File: config.mk
export PLATFORM = sky130hd
export DESIGN_NAME = decode_stage
export DESIGN_NICKNAME = d
export VERILOG_FILES = /design/src/rtl/rv32i_pkg.sv /design/src/rtl/rv32i_decode_logic.sv /design/src/rtl/decode_stage.sv
export SDC_FILE = /design/constraint.sdc
export NUM_CORES = 1
export LEC_CHECK = 0
export BUFFER_PORTS_ARGS = -buffer_cell sky130_fd_sc_hd__buf_2
export CAP_MARGIN = 20
export CORE_MARGIN = 2
export CORE_UTILIZATION = 45
export CTS_CLUSTER_SIZE = 10
export DETAILED_ROUTE_END_ITERATION = 8
export GPL_TIMING_DRIVEN = 0
export PLACE_DENSITY = 0.88
export SLEW_MARGIN = 10
export SYNTH_ARGS = -nofsm -noshare
export SYNTH_HDL_FRONTEND = slang
export SYNTH_SLANG_ARGS = --single-unit
File: constraint.sdc
create_clock -name clk -period 1.5 [get_ports clk]
set_input_delay 0.3 -clock clk [delete_from_list [all_inputs] [get_ports clk]]
set_output_delay 0.3 -clock clk [all_outputs]
set_load 0.01 [all_outputs]
File: src/rtl/rv32i_pkg.sv
// Shared RV32I definitions: opcodes, the ALU operation encoding consumed by execute,
// operand select encodings and the decoded bundle carried from decode to execute.
package rv32i_pkg;

   localparam logic [6:0] OPC_OP     = 7'b0110011;
   localparam logic [6:0] OPC_OP_IMM = 7'b0010011;
   localparam logic [6:0] OPC_LOAD   = 7'b0000011;
   localparam logic [6:0] OPC_STORE  = 7'b0100011;
   localparam logic [6:0] OPC_BRANCH = 7'b1100011;
   localparam logic [6:0] OPC_LUI    = 7'b0110111;
   localparam logic [6:0] OPC_AUIPC  = 7'b0010111;
   localparam logic [6:0] OPC_JAL    = 7'b1101111;
   localparam logic [6:0] OPC_JALR   = 7'b1100111;
   localparam logic [6:0] OPC_FENCE  = 7'b0001111;

   localparam logic [6:0] F7_ZERO = 7'b0000000;
   localparam logic [6:0] F7_ALT  = 7'b0100000;

   typedef enum logic [3:0] {
      ALU_ADD  = 4'b0000,
      ALU_SUB  = 4'b0001,
      ALU_AND  = 4'b0010,
      ALU_OR   = 4'b0011,
      ALU_XOR  = 4'b0100,
      ALU_SLL  = 4'b0101,
      ALU_SRL  = 4'b0110,
      ALU_SRA  = 4'b0111,
      ALU_SLT  = 4'b1000,
      ALU_SLTU = 4'b1001
   } alu_op_e;

   typedef enum logic [1:0] {
      SRC_A_RS1  = 2'b00,
      SRC_A_PC   = 2'b01,
      SRC_A_ZERO = 2'b10
   } src_a_e;

   typedef enum logic [1:0] {
      SRC_B_RS2  = 2'b00,
      SRC_B_IMM  = 2'b01,
      SRC_B_FOUR = 2'b10
   } src_b_e;

   typedef struct packed {
      alu_op_e     alu_op;
      src_a_e      src_a;
      src_b_e      src_b;
      logic [31:0] imm;
      logic [4:0]  rs1;
      logic [4:0]  rs2;
      logic [4:0]  rd;
      logic        rd_we;
      logic        mem_rd;
      logic        mem_wr;
      logic        branch;
      logic        jump;
      logic        jalr;
      logic [2:0]  funct3;
      logic        illegal;
   } decode_t;

   localparam int DEC_W = $bits(decode_t);

   // alt is funct7[5]; it only matters for the add/sub and srl/sra pairs.
   function automatic alu_op_e alu_op_from_funct3(input logic [2:0] funct3, input logic alt);
      alu_op_e op;
      op = ALU_ADD;
      case (funct3)
         3'b000:  op = alt ? ALU_SUB : ALU_ADD;
         3'b001:  op = ALU_SLL;
         3'b010:  op = ALU_SLT;
         3'b011:  op = ALU_SLTU;
         3'b100:  op = ALU_XOR;
         3'b101:  op = alt ? ALU_SRA : ALU_SRL;
         3'b110:  op = ALU_OR;
         default: op = ALU_AND;
      endcase
      return op;
   endfunction

endpackage

File: src/rtl/rv32i_decode_logic.sv
// Purely combinational RV32I decoder: instruction word to execute bundle.
// Illegal encodings come out as an add with every side-effect enable cleared.
module rv32i_decode_logic
   import rv32i_pkg::*;
(
   input  logic [31:0]      instr,
   output logic [DEC_W-1:0] dec_o
);

   logic [6:0]  opcode;
   logic [6:0]  funct7;
   logic [2:0]  funct3;
   logic [31:0] imm_i, imm_s, imm_b, imm_u, imm_j;
   logic        illegal;
   decode_t     d;

   assign opcode = instr[6:0];
   assign funct7 = instr[31:25];
   assign funct3 = instr[14:12];

   assign imm_i = {{20{instr[31]}}, instr[31:20]};
   assign imm_s = {{20{instr[31]}}, instr[31:25], instr[11:7]};
   assign imm_b = {{19{instr[31]}}, instr[31], instr[7], instr[30:25], instr[11:8], 1'b0};
   assign imm_u = {instr[31:12], 12'b0};
   assign imm_j = {{11{instr[31]}}, instr[31], instr[19:12], instr[20], instr[30:21], 1'b0};

   always_comb begin
      d        = '0;
      illegal  = 1'b0;
      d.rs1    = instr[19:15];
      d.rs2    = instr[24:20];
      d.rd     = instr[11:7];
      d.funct3 = funct3;
      d.alu_op = ALU_ADD;
      d.src_a  = SRC_A_RS1;
      d.src_b  = SRC_B_RS2;
      case (opcode)
         OPC_OP: begin
            d.alu_op = alu_op_from_funct3(funct3, funct7[5]);
            d.rd_we  = 1'b1;
            illegal  = !((funct7 == F7_ZERO) ||
                         ((funct7 == F7_ALT) && ((funct3 == 3'b000) || (funct3 == 3'b101))));
         end
         OPC_OP_IMM: begin
            // funct3=000 is addi regardless of the immediate's top bits.
            d.alu_op = alu_op_from_funct3(funct3, (funct3 == 3'b101) && funct7[5]);
            d.src_b  = SRC_B_IMM;
            d.imm    = imm_i;
            d.rd_we  = 1'b1;
            if (funct3 == 3'b001) begin
               illegal = (funct7 != F7_ZERO);
            end else if (funct3 == 3'b101) begin
               illegal = (funct7 != F7_ZERO) && (funct7 != F7_ALT);
            end
         end
         OPC_LOAD: begin
            d.src_b  = SRC_B_IMM;
            d.imm    = imm_i;
            d.mem_rd = 1'b1;
            d.rd_we  = 1'b1;
         end
         OPC_STORE: begin
            d.src_b  = SRC_B_IMM;
            d.imm    = imm_s;
            d.mem_wr = 1'b1;
         end
         OPC_BRANCH: begin
            d.imm    = imm_b;
            d.branch = 1'b1;
            if (funct3[2:1] == 2'b00) begin
               d.alu_op = ALU_SUB;
            end else if (funct3[2:1] == 2'b10) begin
               d.alu_op = ALU_SLT;
            end else if (funct3[2:1] == 2'b11) begin
               d.alu_op = ALU_SLTU;
            end else begin
               illegal = 1'b1;
            end
         end
         OPC_LUI: begin
            d.src_a = SRC_A_ZERO;
            d.src_b = SRC_B_IMM;
            d.imm   = imm_u;
            d.rd_we = 1'b1;
         end
         OPC_AUIPC: begin
            d.src_a = SRC_A_PC;
            d.src_b = SRC_B_IMM;
            d.imm   = imm_u;
            d.rd_we = 1'b1;
         end
         OPC_JAL: begin
            d.src_a = SRC_A_PC;
            d.src_b = SRC_B_FOUR;
            d.imm   = imm_j;
            d.jump  = 1'b1;
            d.rd_we = 1'b1;
         end
         OPC_JALR: begin
            d.src_a = SRC_A_PC;
            d.src_b = SRC_B_FOUR;
            d.imm   = imm_i;
            d.jump  = 1'b1;
            d.jalr  = 1'b1;
            d.rd_we = 1'b1;
            illegal = (funct3 != 3'b000);
         end
         OPC_FENCE: begin
         end
         default: illegal = 1'b1;
      endcase
      if (illegal) begin
         d.alu_op = ALU_ADD;
         d.src_a  = SRC_A_RS1;
         d.src_b  = SRC_B_RS2;
         d.imm    = '0;
         d.rd_we  = 1'b0;
         d.mem_rd = 1'b0;
         d.mem_wr = 1'b0;
         d.branch = 1'b0;
         d.jump   = 1'b0;
         d.jalr   = 1'b0;
      end
      d.illegal = illegal;
      if (d.rd == 5'd0) begin
         d.rd_we = 1'b0;
      end
   end

   assign dec_o = d;

endmodule

File: src/rtl/decode_stage.sv
// Registered decode stage between fetch and execute: one-entry output register
// behind a valid/ready handshake, with flush killing both the held and the offered entry.
module decode_stage
   import rv32i_pkg::*;
#(
   parameter int XLEN   = 32,
   parameter int REG_AW = 5
) (
   input  logic              clk,
   input  logic              rst_n,
   input  logic              in_valid,
   output logic              in_ready,
   input  logic [31:0]       in_instr,
   input  logic [XLEN-1:0]   in_pc,
   input  logic              flush,
   output logic              out_valid,
   input  logic              out_ready,
   output logic [XLEN-1:0]   out_pc,
   output logic [3:0]        out_alu_op,
   output logic [1:0]        out_src_a,
   output logic [1:0]        out_src_b,
   output logic [XLEN-1:0]   out_imm,
   output logic [REG_AW-1:0] out_rs1,
   output logic [REG_AW-1:0] out_rs2,
   output logic [REG_AW-1:0] out_rd,
   output logic              out_rd_we,
   output logic              out_mem_rd,
   output logic              out_mem_wr,
   output logic              out_branch,
   output logic              out_jump,
   output logic              out_jalr,
   output logic [2:0]        out_funct3,
   output logic              out_illegal
);

   logic [DEC_W-1:0] dec_bits;
   decode_t          dec;
   decode_t          bundle_d, bundle_q;
   logic [XLEN-1:0]  pc_d, pc_q;
   logic             valid_d, valid_q;
   logic             accept;

   rv32i_decode_logic u_decode (
      .instr (in_instr),
      .dec_o (dec_bits)
   );

   assign dec = decode_t'(dec_bits);

   // Handshake: a word moves when valid && ready on a rising edge. Ready may
   // depend combinationally on the consumer's ready and on flush; flush also
   // acknowledges and drops the offered word so fetch never stalls on it.
   assign in_ready = flush || !valid_q || out_ready;
   assign accept   = in_valid && in_ready && !flush;

   always_comb begin
      valid_d  = valid_q;
      bundle_d = bundle_q;
      pc_d     = pc_q;
      if (flush) begin
         valid_d = 1'b0;
      end else if (accept) begin
         valid_d  = 1'b1;
         bundle_d = dec;
         pc_d     = in_pc;
      end else if (out_ready) begin
         valid_d = 1'b0;
      end
   end

   always_ff @(posedge clk or negedge rst_n) begin
      if (!rst_n) begin
         valid_q  <= 1'b0;
         bundle_q <= '0;
         pc_q     <= '0;
      end else begin
         valid_q  <= valid_d;
         bundle_q <= bundle_d;
         pc_q     <= pc_d;
      end
   end

   assign out_valid   = valid_q;
   assign out_pc      = pc_q;
   assign out_alu_op  = bundle_q.alu_op;
   assign out_src_a   = bundle_q.src_a;
   assign out_src_b   = bundle_q.src_b;
   assign out_imm     = bundle_q.imm;
   assign out_rs1     = bundle_q.rs1;
   assign out_rs2     = bundle_q.rs2;
   assign out_rd      = bundle_q.rd;
   assign out_rd_we   = bundle_q.rd_we;
   assign out_mem_rd  = bundle_q.mem_rd;
   assign out_mem_wr  = bundle_q.mem_wr;
   assign out_branch  = bundle_q.branch;
   assign out_jump    = bundle_q.jump;
   assign out_jalr    = bundle_q.jalr;
   assign out_funct3  = bundle_q.funct3;
   assign out_illegal = bundle_q.illegal;

endmodule

Word-level counts from Yosys, hierarchy flattened:

Cells that the tools add are included.

* flip-flop bits (word level): 98
* latch bits: 0
* RAM bits: 0
* ROM bits: 0
* input bits: 69
* output and inout port bits: 99
* logic and storage cells: 96
* memories kept: 0

* add/sub/neg operators: 0
* multiply operators: 0
* div/mod/pow operators: 0
* magnitude comparators: 0
* equality and inequality tests: 20
* shifts and indexed selects: 0
* multiplexer cells: 31
* bitwise gates (word level): 1
* reduce and logical (&&, ||, !) cells: 27

Operators by type and width (count)
* $pmux W32 S5: 1
* $pmux W4 S7: 2
* $mux W40: 1
* $eq A7 B6 Y1 const B: 4
* $eq A7 B7 Y1 const B: 3
* $mux W1: 19
* $eq A7 B5 Y1 const B: 2
* $mux W4: 3
* $pmux W4 S3: 1
* $eq A3 B3 Y1 const B: 3
* $pmux W2 S2: 2
* $eq A7 B2 Y1 const B: 1
* $eq A7 B4 Y1 const B: 1
* $logic_not A7 Y1: 1
* $ne A7 B6 Y1 const B: 1
* $reduce_bool A7 Y1: 1
* $reduce_or A7 Y1: 1
* $eq A3 B2 Y1 const B: 2
* $mux W6: 1
* $reduce_bool A3 Y1: 2
* $reduce_or A3 Y1: 2
* $reduce_or A6 Y1: 1
* $logic_and A1 B1 Y1: 5
* $logic_not A5 Y1: 1
* other kinds (11): 18

Depth between registers and ports, before layout:

Gate-level depths: netlist of run 1.

* depth in word-level cells: 8
* gate-level depth with buffers: 8
* depth with buffers taken out: 7

By module:

A second synthesis of run 1 with hierarchy kept.

* cell total of the unflattened synthesis: 405
* area, all modules: 4779.6 µm²

Modules (own cells, without submodules)
* decode_stage: instances 1, cells each 210, area each 3657.3 µm², seq. area each 2452.4 µm²
* rv32i_decode_logic: instances 1, cells each 195, area each 1122.3 µm², seq. area each 0.0 µm²

Worst setup path after synthesis of run 1:

OpenSTA, ideal clock, no wires.

* kind: input port to flip-flop
* from: input port in_instr[6]
* to: register bundle_q, in the netlist out_imm[21]
* library setup time: 0.090 ns
* arrival: 1.608 ns
* data required time: 1.410 ns
* slack: -0.198 ns
* cell stages on the path: 7
* path buffers: 2
* path through: buf_6 -> or4_4 -> a21oi_4 -> o21a_4 -> buf_8 -> a21oi_1 -> o31ai_4

* word-level cells in the longest chain between the ends: 4
* elaborated cells on any way between the ends: 16
* classes of those cells: 10 x eq/ne; 3 x mux; 3 x reduce/logical

RTL lines
* start: declaration: RTL line decode_stage.sv:13 `input logic [31:0] in_instr,`
* $eq A7 B4 Y1 (tied with other cells): RTL line rv32i_decode_logic.sv:37 `case (opcode)`
* $reduce_or A6 Y1 (no line) (tied with other cells)
* $pmux W1 S5 / $pmux W32 S5 (equally long branches): RTL line rv32i_decode_logic.sv:37
* $mux W40 (*): RTL line rv32i_decode_logic.sv:112 `if (illegal) begin`
* end signal: assignment: RTL line decode_stage.sv:78 `bundle_q <= bundle_d;`
* end: declaration: RTL line decode_stage.sv:38 `decode_t bundle_d, bundle_q;`

Mark *: on every way between the ends. The rest lies on a longest branch, timed or not.
A chain may end at the register's enable or synchronous reset.

Worst setup path after layout of run 1:

* from: register valid_q, in the netlist out_valid
* to: register bundle_q, in the netlist out_alu_op[0]

* word-level cells in the longest chain between the ends: 6

RTL lines
* start: declaration: RTL line decode_stage.sv:40 `logic valid_d, valid_q;`
* start signal: assignment: RTL line decode_stage.sv:77 `valid_q <= valid_d;`
* $logic_not A1 Y1: RTL line decode_stage.sv:53 `assign in_ready = flush || !valid_q || out_ready;`
* $logic_or A1 B1 Y1 (2 in series): RTL line decode_stage.sv:53
* $logic_and A1 B1 Y1 (2 in series): RTL line decode_stage.sv:54 `assign accept = in_valid && in_ready && !flush;`
* $reduce_and A2 Y1 (no line)

Every way passes these cells.

==> flow_summary.ini, run 1 <==
[setup_path]
worst_setup_path_end_kind = flip-flop
worstSetupEndpoint = out_alu_op[0]
crit_start = out_valid
r2r_cells = 6
worst_ep_required_time_ns = 1.76
rrSetupSlack_ns = -0.15
start_kind = flip-flop
worst-setup-path-type = reg -> reg
crit_fanout = 10
reg2reg_from = out_valid
r2r_end = out_alu_op[0]
arrival_ns = 1.91

[drt]
viasPerCell = 5.64
drt_iter0_markers = 190
dr.pass1.iters = 5
drcViolationCount = 0
wl_um = 13000
vias = 4048
wl_per_cell_um = 18.1
postRouteAntennaNets = 0

[timing]
hold_viol = 0
period_needed_ns = 1.65
finalSetupViolCount = 73
fin_crit_sh_pct = 110
worst_slew_pin_slew_ns = 0.815
skew_ns = 0.00991
setup_ws_ns = -0.146
clock.fmax_ghz = 0.607
rsz0062_at_grt = true
slew_viol_final = 0
finalSetupTns_ns = -4.92
whs_ns = 0.112
relSlewSlack_pct = 45.2

[floorplanning]
ios = 168
dieArea_mm2 = 0.0110
fp.dieH_um = 105
start_util_pct = 46.6
rows = 36
core_region_area_mm2 = 0.00986
die-width_um = 105

[logic_synthesis]
synth_seq_area_share_pct = 52.8
synth_edf_count = 0
synthMuxAreaShare_pct = 12.5
yosys.area_share.simple_pct = 11.3
synth_xor_area_share_pct = 0.191
avgSynthCellArea_um2 = 11.6
ys_types = 57
yosys_register_bits = 97
syn_area_mm2 = 0.00460
synth_compound_area_share_pct = 17.6
synth_fp_nets = 472
synth-main-ff-cell = dfrtp_1
async_flop_share_pct = 100
yosys_warnings = 0
yosys.area_share.adder_pct = 1.36
synth_top_family_by_area = compound AO/OA/AOI/OAI gates
syn_inst = 398

[hold_path]
hp-class = in -> reg

[grt]
overflow = 0
grt_pass1_vias = 3971
grt_max_degree = 62
grt_pass1_wl_um = 20000
antenna_found_initial = 0
grt_usage_pct = 22.8

[clocking]
tritoncts = built
clockRootBuffer = clkbuf_8
clock-sinks = 97
clockBufferDepth = 2
insertion_delay_ns = 0.36
htree_levels = 3
path_clk_slew_ns = 0.09
cts-buffers-inserted = 9

[cells_and_area]
final_common_cell = buf_2
n_fill_cell = 781
syn_to_final_growth_pct = 33.4
design_area_mm2 = 0.00613
final_util_pct = 62.2
antennaDiodeCount = 0
nNetsFinal = 656
most-common-layout-cells = 170 x buf_2, 97 x dfrtp_1, 54 x nand2_1
drive_gt1_share_pct = 54.5

[power_and_ir_drop]
cellLeakagePower_nw = 2.94
power_density_mw_per_mm2 = 923
finalPower_w = 0.00566
vdd_drop_max_v = 0.000518

[place]
portBuffers = 164
dp_hpwl_um = 9280
globalplace.congestion = 0.917
dpl-instance-area_mm2 = 0.00569

[run_status]
status = finished with violations
violations = setup timing

[run]
max-cap-violations = 0
-- flip-flops by register name, indices dropped and copies added, names as in the netlist --
signal / count
out_imm: 32
out_pc: 32
out_rd: 5
out_rs1: 5
out_rs2: 5
out_alu_op: 4
out_funct3: 3
out_src_a: 2
out_branch: 1
out_illegal: 1
out_jalr: 1
out_jump: 1
out_mem_rd: 1
out_mem_wr: 1
out_rd_we: 1
out_src_b: 1
out_valid: 1
-- worst max-delay path: stages, from the launching register on --
cell	delay (ns)
dfrtp_1	0.39
nand2b_1	0.11
nand3b_1	0.17
a211oi_2	0.25
nand3_4	0.18
buf_6	0.20
o41ai_2	0.26
-- logic make-up (layout without fill, tap and decap cells) --
kind of cell,Yosys count,count (layout)
AND/OR/NAND/NOR,106,106
AO/OA/AOI/OAI,100,100
flip-flops,97,97
multiplexers,51,51
buffers and inverters,38,225
adder cells (fa/ha/maj),5,5
XOR/XNOR,1,1
-- worst min-delay path by stage --
stage                    end  cells after the start   startpoint  slack [ns]
2_1_floorplan  out_alu_op[0]                      0        rst_n       0.004
3_3_place_gp     out_imm[19]                      2  out_imm[19]        0.46
3_5_place_dp      out_imm[5]                      1        rst_n        0.30
4_1_cts            out_valid                      2        flush         0.1
5_1_grt            out_valid                      2        flush        0.11
6_report           out_valid                      2        flush        0.11
-- cell usage after synthesis, types with 2 or more instances --
cell       n  area [µm²]
buf_4      3        22.5
nand3_1    4        20.0
clkbuf_1   6        22.5
nand2_1   60         225
inv_2      2        7.51
o21ai_0    8        40.0
buf_2     18        90.1
nor4_2     2        25.0
ha_1       5        62.6
nor2_1    13        48.8
o41ai_2    4        65.1
nand2b_1   4        25.0
a31oi_1    2        12.5
buf_1      2        7.51
a21oi_1   28         140
o31ai_2   15         188
o32a_1     2        20.0
o31ai_1   21         158
nor3_1     6        30.0
mux2_2    50         563
o21ai_1    2        10.0
a22oi_1    6        45.0
inv_1      5        18.8
dfrtp_1   97        2430
-- cell type report --
type,count,area (µm²),share of cell area [%]
clock inverters,2,16.3,0.265
clock buffers,12,145,2.37
flip-flops and latches,97,2430,39.6
repair buffers,173,978,16.0
multi-input cells,263,2090,34.0
well taps,133,166,2.71
plain buffers,31,285,4.65
inverters,7,26.3,0.428
-- report_power, final --
group | internal [W] | total (W) | switching [W]
Clock | 0.000637 | 0.00152 | 0.000887
Combinational | 0.000552 | 0.00117 | 0.000618
Sequential | 0.00285 | 0.00297 | 0.000117
-- per-layer routing --
layer  vias to the layer above  share of wire [%]  track usage (%)
met4                         0                2.2             6.67
met5                         -                  0                0
met2                       200                 51             39.1
li1                       1799                  -                -
met3                        30                7.1             5.74
met1                      2019                 40             28.3
-- through the flow --
| step | setup WS, ns | std cells |
|---|---|---|
| after floorplan | -0.162 | 398 |
| after detailed placement | -0.685 | 696 |
| final | -0.146 | 718 |
| after CTS | -0.176 | 713 |
| after global placement | -0.746 | 695 |
| after global routing | -0.272 | 718 |
-- what timing repair did --
| action | CTS | global route |
|---|---|---|
| pin swaps | 6 | 0 |
| gates resized for setup | 25 | 24 |
| setup buffers | 1 | 2 |
| hold buffers | 1 | 0 |
| endpoints found under the setup margin | 95 | 95 |
| cloned | 1 | 3 |
| hold endpoints to repair | 36 | 0 |
No activity file was read; power rests on OpenSTA's default activity.
==> run 2, diff against run 1 <==
- REMOVE_ABC_BUFFERS: default -> 1
==> run 2 against run 1 <==
Net effect: the flow still finishes with violations (setup timing); maximum frequency fell by 8.6%; critical path depth rose by 2; sequential power barely moved; sequential share of layout area fell by 2.4 points; die area did not move; register-to-register slack got worse by 0.16 ns; largest cell class unchanged; largest power group unchanged; highest routed layer is now met5.
==> flow_summary.ini, run 2 (synthesis gave the netlist of run 1 again) <==
[run_status]
status = finished with violations
violations = setup timing

[cells_and_area]
final_common_cell = buf_2
design_area_mm2 = 0.00652
nNetsFinal = 655
antennaDiodeCount = 0
multi_input_area_mm2 = 0.00220
most-common-layout-cells = 165 x buf_2, 97 x dfrtp_1, 60 x nand2_1
syn_to_final_growth_pct = 41.9
instances_no_fill = 719
n_fill_cell = 729
regArea_mm2 = 0.00243
drive_gt1_share_pct = 53.6

[timing]
setup_ws_ns = -0.301
hold_viol = 0
relSlewSlack_pct = 40.7
rsz0062_at_grt = true
fin_crit_sh_pct = 120
skew_ns = 0.00695
finalSetupViolCount = 95
clock.fmax_ghz = 0.555
period_needed_ns = 1.80
worst_slew_pin_slew_ns = 0.890
slew_viol_final = 0

[setup_path]
worst_setup_path_end_kind = flip-flop
path_cells = nand2b_1, nand3b_1, buf_12, a211oi_4, nand3_4, buf_6, buf_16, o31ai_4
arrival_ns = 2.09
path_buf_inv = 3
cpPeakStageDelay_ns = 0.40
reg2reg_from = out_valid
path_delay_family = buffers and inverters
r2r_end = out_imm[26]
rrSetupSlack_ns = -0.30
start_kind = flip-flop
critPathSlowestCell = dfrtp_1
crit_fanout = 5
r2r_cells = 8
worst-setup-path-type = reg -> reg
worst_ep_required_time_ns = 1.79

[power_and_ir_drop]
cellLeakagePower_nw = 3.07
vdd_drop_max_v = 0.000599
power_density_mw_per_mm2 = 969

[floorplanning]
start_util_pct = 46.6
core_region_area_mm2 = 0.00986
rows = 36
dieArea_mm2 = 0.0110
ios = 168
fp.dieH_um = 105
die-width_um = 105

[drt]
vias = 4011
dr.pass1.iters = 6
top_layer = met5
drcViolationCount = 0
wl_met2_um = 6730
wl_per_cell_um = 18.7
route.layer.met1.wl_um = 5420
wl_met3_um = 917
wl_um = 13400
viasPerCell = 5.58
postRouteAntennaNets = 0
drt_iter0_markers = 333

[grt]
grt_max_degree = 67
overflow = 0
grt_usage_pct = 24.3
grt_pass1_wl_um = 21000
grt_pass1_vias = 4041
antenna_found_initial = 1

[hold_path]
min-delay-start = flush
hold_end = out_valid
holdPathStages = 2
hp-class = in -> reg

[place]
globalplace.congestion = 0.898
place_inst = 675
portBuffers = 167
dpl-instance-area_mm2 = 0.00557
dp_hpwl_um = 8480

[clocking]
tritoncts = built
cts-buffers-inserted = 9
clockRootBuffer = clkbuf_8
insertion_delay_ns = 0.38
path_clk_slew_ns = 0.10
htree_levels = 3
clockBufferDepth = 2
clock-sinks = 97

[run]
max-cap-violations = 0
## run 2: timing repair
| item | 4_1_cts | 5_1_grt |
|---|---|---|
| gates cloned | 7 | 1 |
| gates resized for setup | 42 | 19 |
| pin swaps | 23 | 2 |
| hold buffers | 1 | 0 |
| endpoints found under the setup margin | 97 | 95 |
| hold endpoints to repair | 31 | 0 |
| buffers inserted | 19 | 2 |
## run 2: power breakdown
part	internal, W	switching [W]
clock	0.00116	0.000971
sequential	0.00285	0.000109
combinational	0.000592	0.000643
total	0.00460	0.00172
## run 2: worst register-to-register path, cell delays in order, from the launching register on
cell	delay, ns
dfrtp_1	0.40
nand2b_1	0.11
nand3b_1	0.17
buf_12	0.18
a211oi_4	0.19
nand3_4	0.16
buf_6	0.18
buf_16	0.14
o31ai_4	0.19
## run 2: how the worst max path moves through the flow
stage               startpoint  cells after the start  slack, ns            end
floorplan            out_valid                      5      -3.64  out_alu_op[3]
global placement     out_ready                      6      -5.37  out_alu_op[3]
detailed placement   out_ready                      9      -1.65  out_alu_op[1]
CTS                  out_valid                      7      -0.27  out_alu_op[2]
global route         out_valid                      7      -0.37  out_alu_op[2]
finish               out_valid                      8      -0.30    out_imm[26]
## run 2: layer usage
layer | GRT usage [%] | vias up
met1 | 30.9 | 1977
met2 | 40.4 | 194
met5 | 0 | -
met3 | 5.61 | 30
li1 | - | 1808
met4 | 9.05 | 2
## run 2: final cells by class
type / instances / share of cell area, %
inverter: 7 / 0.403
multi-input combinational: 263 / 33.8
timing repair buffer: 203 / 22.2
tap: 133 / 2.55
clock buffer: 10 / 2.11
clock inverter: 6 / 1.77
sequential: 97 / 37.2
## run 2: per-stage QoR
stage	total power [W]	setup WS [ns]	util, %	hold slack, ns	setup TNS [ns]
detailed placement	0.00409	-1.65	56.5	0.276	-88.77
global route	0.00660	-0.368	66.1	0.0653	-25.25
global placement	0.00402	-5.37	55.0	0.457	-455.24
CTS	0.00632	-0.267	64.8	0.0876	-17.36
floorplan	0.00353	-3.64	-	0.00441	-253.08
finish	0.00632	-0.301	66.1	0.0858	-19.34
==> run 3, diff against run 2 <==
- ABC_AREA: default -> 1
- CORE_MARGIN: 2 -> 3
- PLACE_DENSITY: 0.88 -> 0.87
- SLEW_MARGIN: 10 -> default
==> run 3 against run 2 <==
Net effect: the run still ends with setup timing left; critical path depth decreased by 5; first-iteration DRC count increased by 20%; largest power group unchanged; largest cell class unchanged; sequential cell count did not move.
==> flow_summary.ini, run 3 <==
[clocking]
htree_levels = 3
clockRootBuffer = clkbuf_8
cts-buffers-inserted = 9
clock-sinks = 97
insertion_delay_ns = 0.38
tritoncts = built
clockBufferDepth = 2
path_clk_slew_ns = 0.11

[timing]
finalSetupViolCount = 43
setup_ws_ns = -0.0533
rsz0062_at_grt = true
skew_ns = 0.0162
worst_slew_pin_slew_ns = 0.548
hold_viol = 0
relSlewSlack_pct = 63.5
fin_crit_sh_pct = 104
slew_viol_final = 0
period_needed_ns = 1.55
finalSetupTns_ns = -1.16
clock.fmax_ghz = 0.644

[logic_synthesis]
synth_edf_count = 0
yosys_register_bits = 97
synth.most_common_cell = nand2_1
avgSynthCellArea_um2 = 7.89
synth-main-ff-cell = dfrtp_1
yosys_warnings = 0
synth_top_area_share_pct = 51.4
synth_seq_area_share_pct = 51.4
synth_commonest_cells = 264 x nand2_1, 97 x dfrtp_1, 39 x nand3_1, 39 x nand4_1
yosysTopAreaCell = dfrtp_1
ys_types = 28
syn_area_mm2 = 0.00472
synth_area_leaders = dfrtp_1 51%, nand2_1 21%, nand4_1 5.2%
syn_inst = 599
async_flop_share_pct = 100

[cells_and_area]
nNetsFinal = 864
final_util_pct = 65.6
antennaDiodeCount = 0
n_fill_cell = 860
regArea_mm2 = 0.00243
drive_gt1_share_pct = 34.0
syn_to_final_growth_pct = 38.8
multi_input_area_mm2 = 0.00215
most-common-layout-cells = 257 x nand2_1, 165 x buf_2, 97 x dfrtp_1
final_common_cell = nand2_1

[floorplanning]
dieArea_mm2 = 0.0118
core_region_area_mm2 = 0.0100
start_util_pct = 47.2
die-width_um = 108
fp.dieH_um = 108
rows = 36
ios = 168

[grt]
overflow = 0
grt_usage_pct = 26.5
grt_pass1_wl_um = 23800
grt_max_degree = 59
grt_pass1_vias = 4547
antenna_found_initial = 0

[place]
portBuffers = 167
dp_hpwl_um = 9250
globalplace.congestion = 0.848
post-place-ws_ns = -0.887

[setup_path]
worst_ep_required_time_ns = 1.20
arrival_ns = 1.25
crit_start = out_valid
crit_fanout = 2
worst_setup_path_end_kind = primary output
start_kind = flip-flop
reg2reg_from = out_valid
worst-setup-path-type = reg -> out

[drt]
drcViolationCount = 0
postRouteAntennaNets = 0
wl_um = 16200
wl_per_cell_um = 17.5
vias = 4923
viasPerCell = 5.30
dr.pass1.iters = 5
drt_iter0_markers = 398

[power_and_ir_drop]
vdd_drop_max_v = 0.000398
power_density_mw_per_mm2 = 878
cellLeakagePower_nw = 3.88

[hold_path]
min-delay-start = in_pc[19]
hp-class = in -> reg

[run_status]
status = finished with violations
violations = setup timing

[run]
max-cap-violations = 0
[run 3: critical path, cell delays in order (launching register included)]
cell and delay [ns]:
dfrtp_1 0.38, nor3b_4 0.29, inv_2 0.08, buf_6 0.13
[run 3: timing repair]
item | 4_1_cts | 5_1_grt
pin swaps | 8 | 9
hold buffers | 1 | 0
hold endpoints to repair | 39 | 0
gates cloned | 14 | 5
buffers inserted | 18 | 6
setup endpoints to repair | 98 | 98
resized for setup | 30 | 27
[run 3: layout make-up]
cell class / instances / share of cell area (%)
Inverter: 37 / 2.46
Timing Repair inverter: 5 / 0.935
Clock inverter: 7 / 0.935
Multi-Input combinational cell: 437 / 32.8
Sequential cell: 97 / 37.0
Clock buffer: 9 / 1.89
Timing Repair Buffer: 203 / 21.5
Tap cell: 133 / 2.54
[run 3: final timing paths]
path | end | slack [ns] | depth (start not counted)
max | in_ready | -0.05 | 3
max in group asynchronous | out_imm[12] | 0.39 | 3
min reg2reg | out_pc[21] | 0.47 | 2
min in group asynchronous | out_pc[3] | 0.45 | 2
min | out_pc[19] | 0.12 | 3
max reg2reg | out_rs1[0] | -0.05 | 7
[run 3: kinds of logic (layout without fill, tap and decap cells)]
family / count (synthesis) / count (layout) / synth area share [%]
buffers and inverters: 71 / 261 / 6.78
adder cells (fa/ha/maj): 5 / 5 / 1.32
AO/OA/AOI/OAI: 34 / 34 / 3.73
flip-flops: 97 / 97 / 51.4
AND/OR/NAND/NOR: 392 / 398 / 36.8
[run 3: per-stage QoR]
stage	hold WS, ns	std cells	instance area [µm²]	power (W)
final	0.118	928	6560	0.00576
after global routing	0.114	928	6560	0.00603
after CTS	0.109	918	6360	0.00571
after detailed placement	0.320	870	5690	0.00393
after global placement	0.449	865	5550	0.00385
after floorplan	0.00441	565	4540	0.00340
[run 3: layer usage]
metal | global-route usage [%] | routed length (µm) | share of wire (%) | up-vias
li1 | - | - | - | 2313
met3 | 6.87 | 1290 | 8.0 | 23
met1 | 34.5 | 6780 | 42 | 2333
met4 | 8.39 | 275 | 1.7 | 0
met5 | 0 | 0 | 0 | -
met2 | 43.4 | 7870 | 49 | 254
[run 3: where the power goes]
part	leakage, nW	internal, W	switching, W
clock	0.0940	0.000639	0.00102
combinational	2.52	0.000478	0.000700
sequential	1.27	0.00281	0.000111
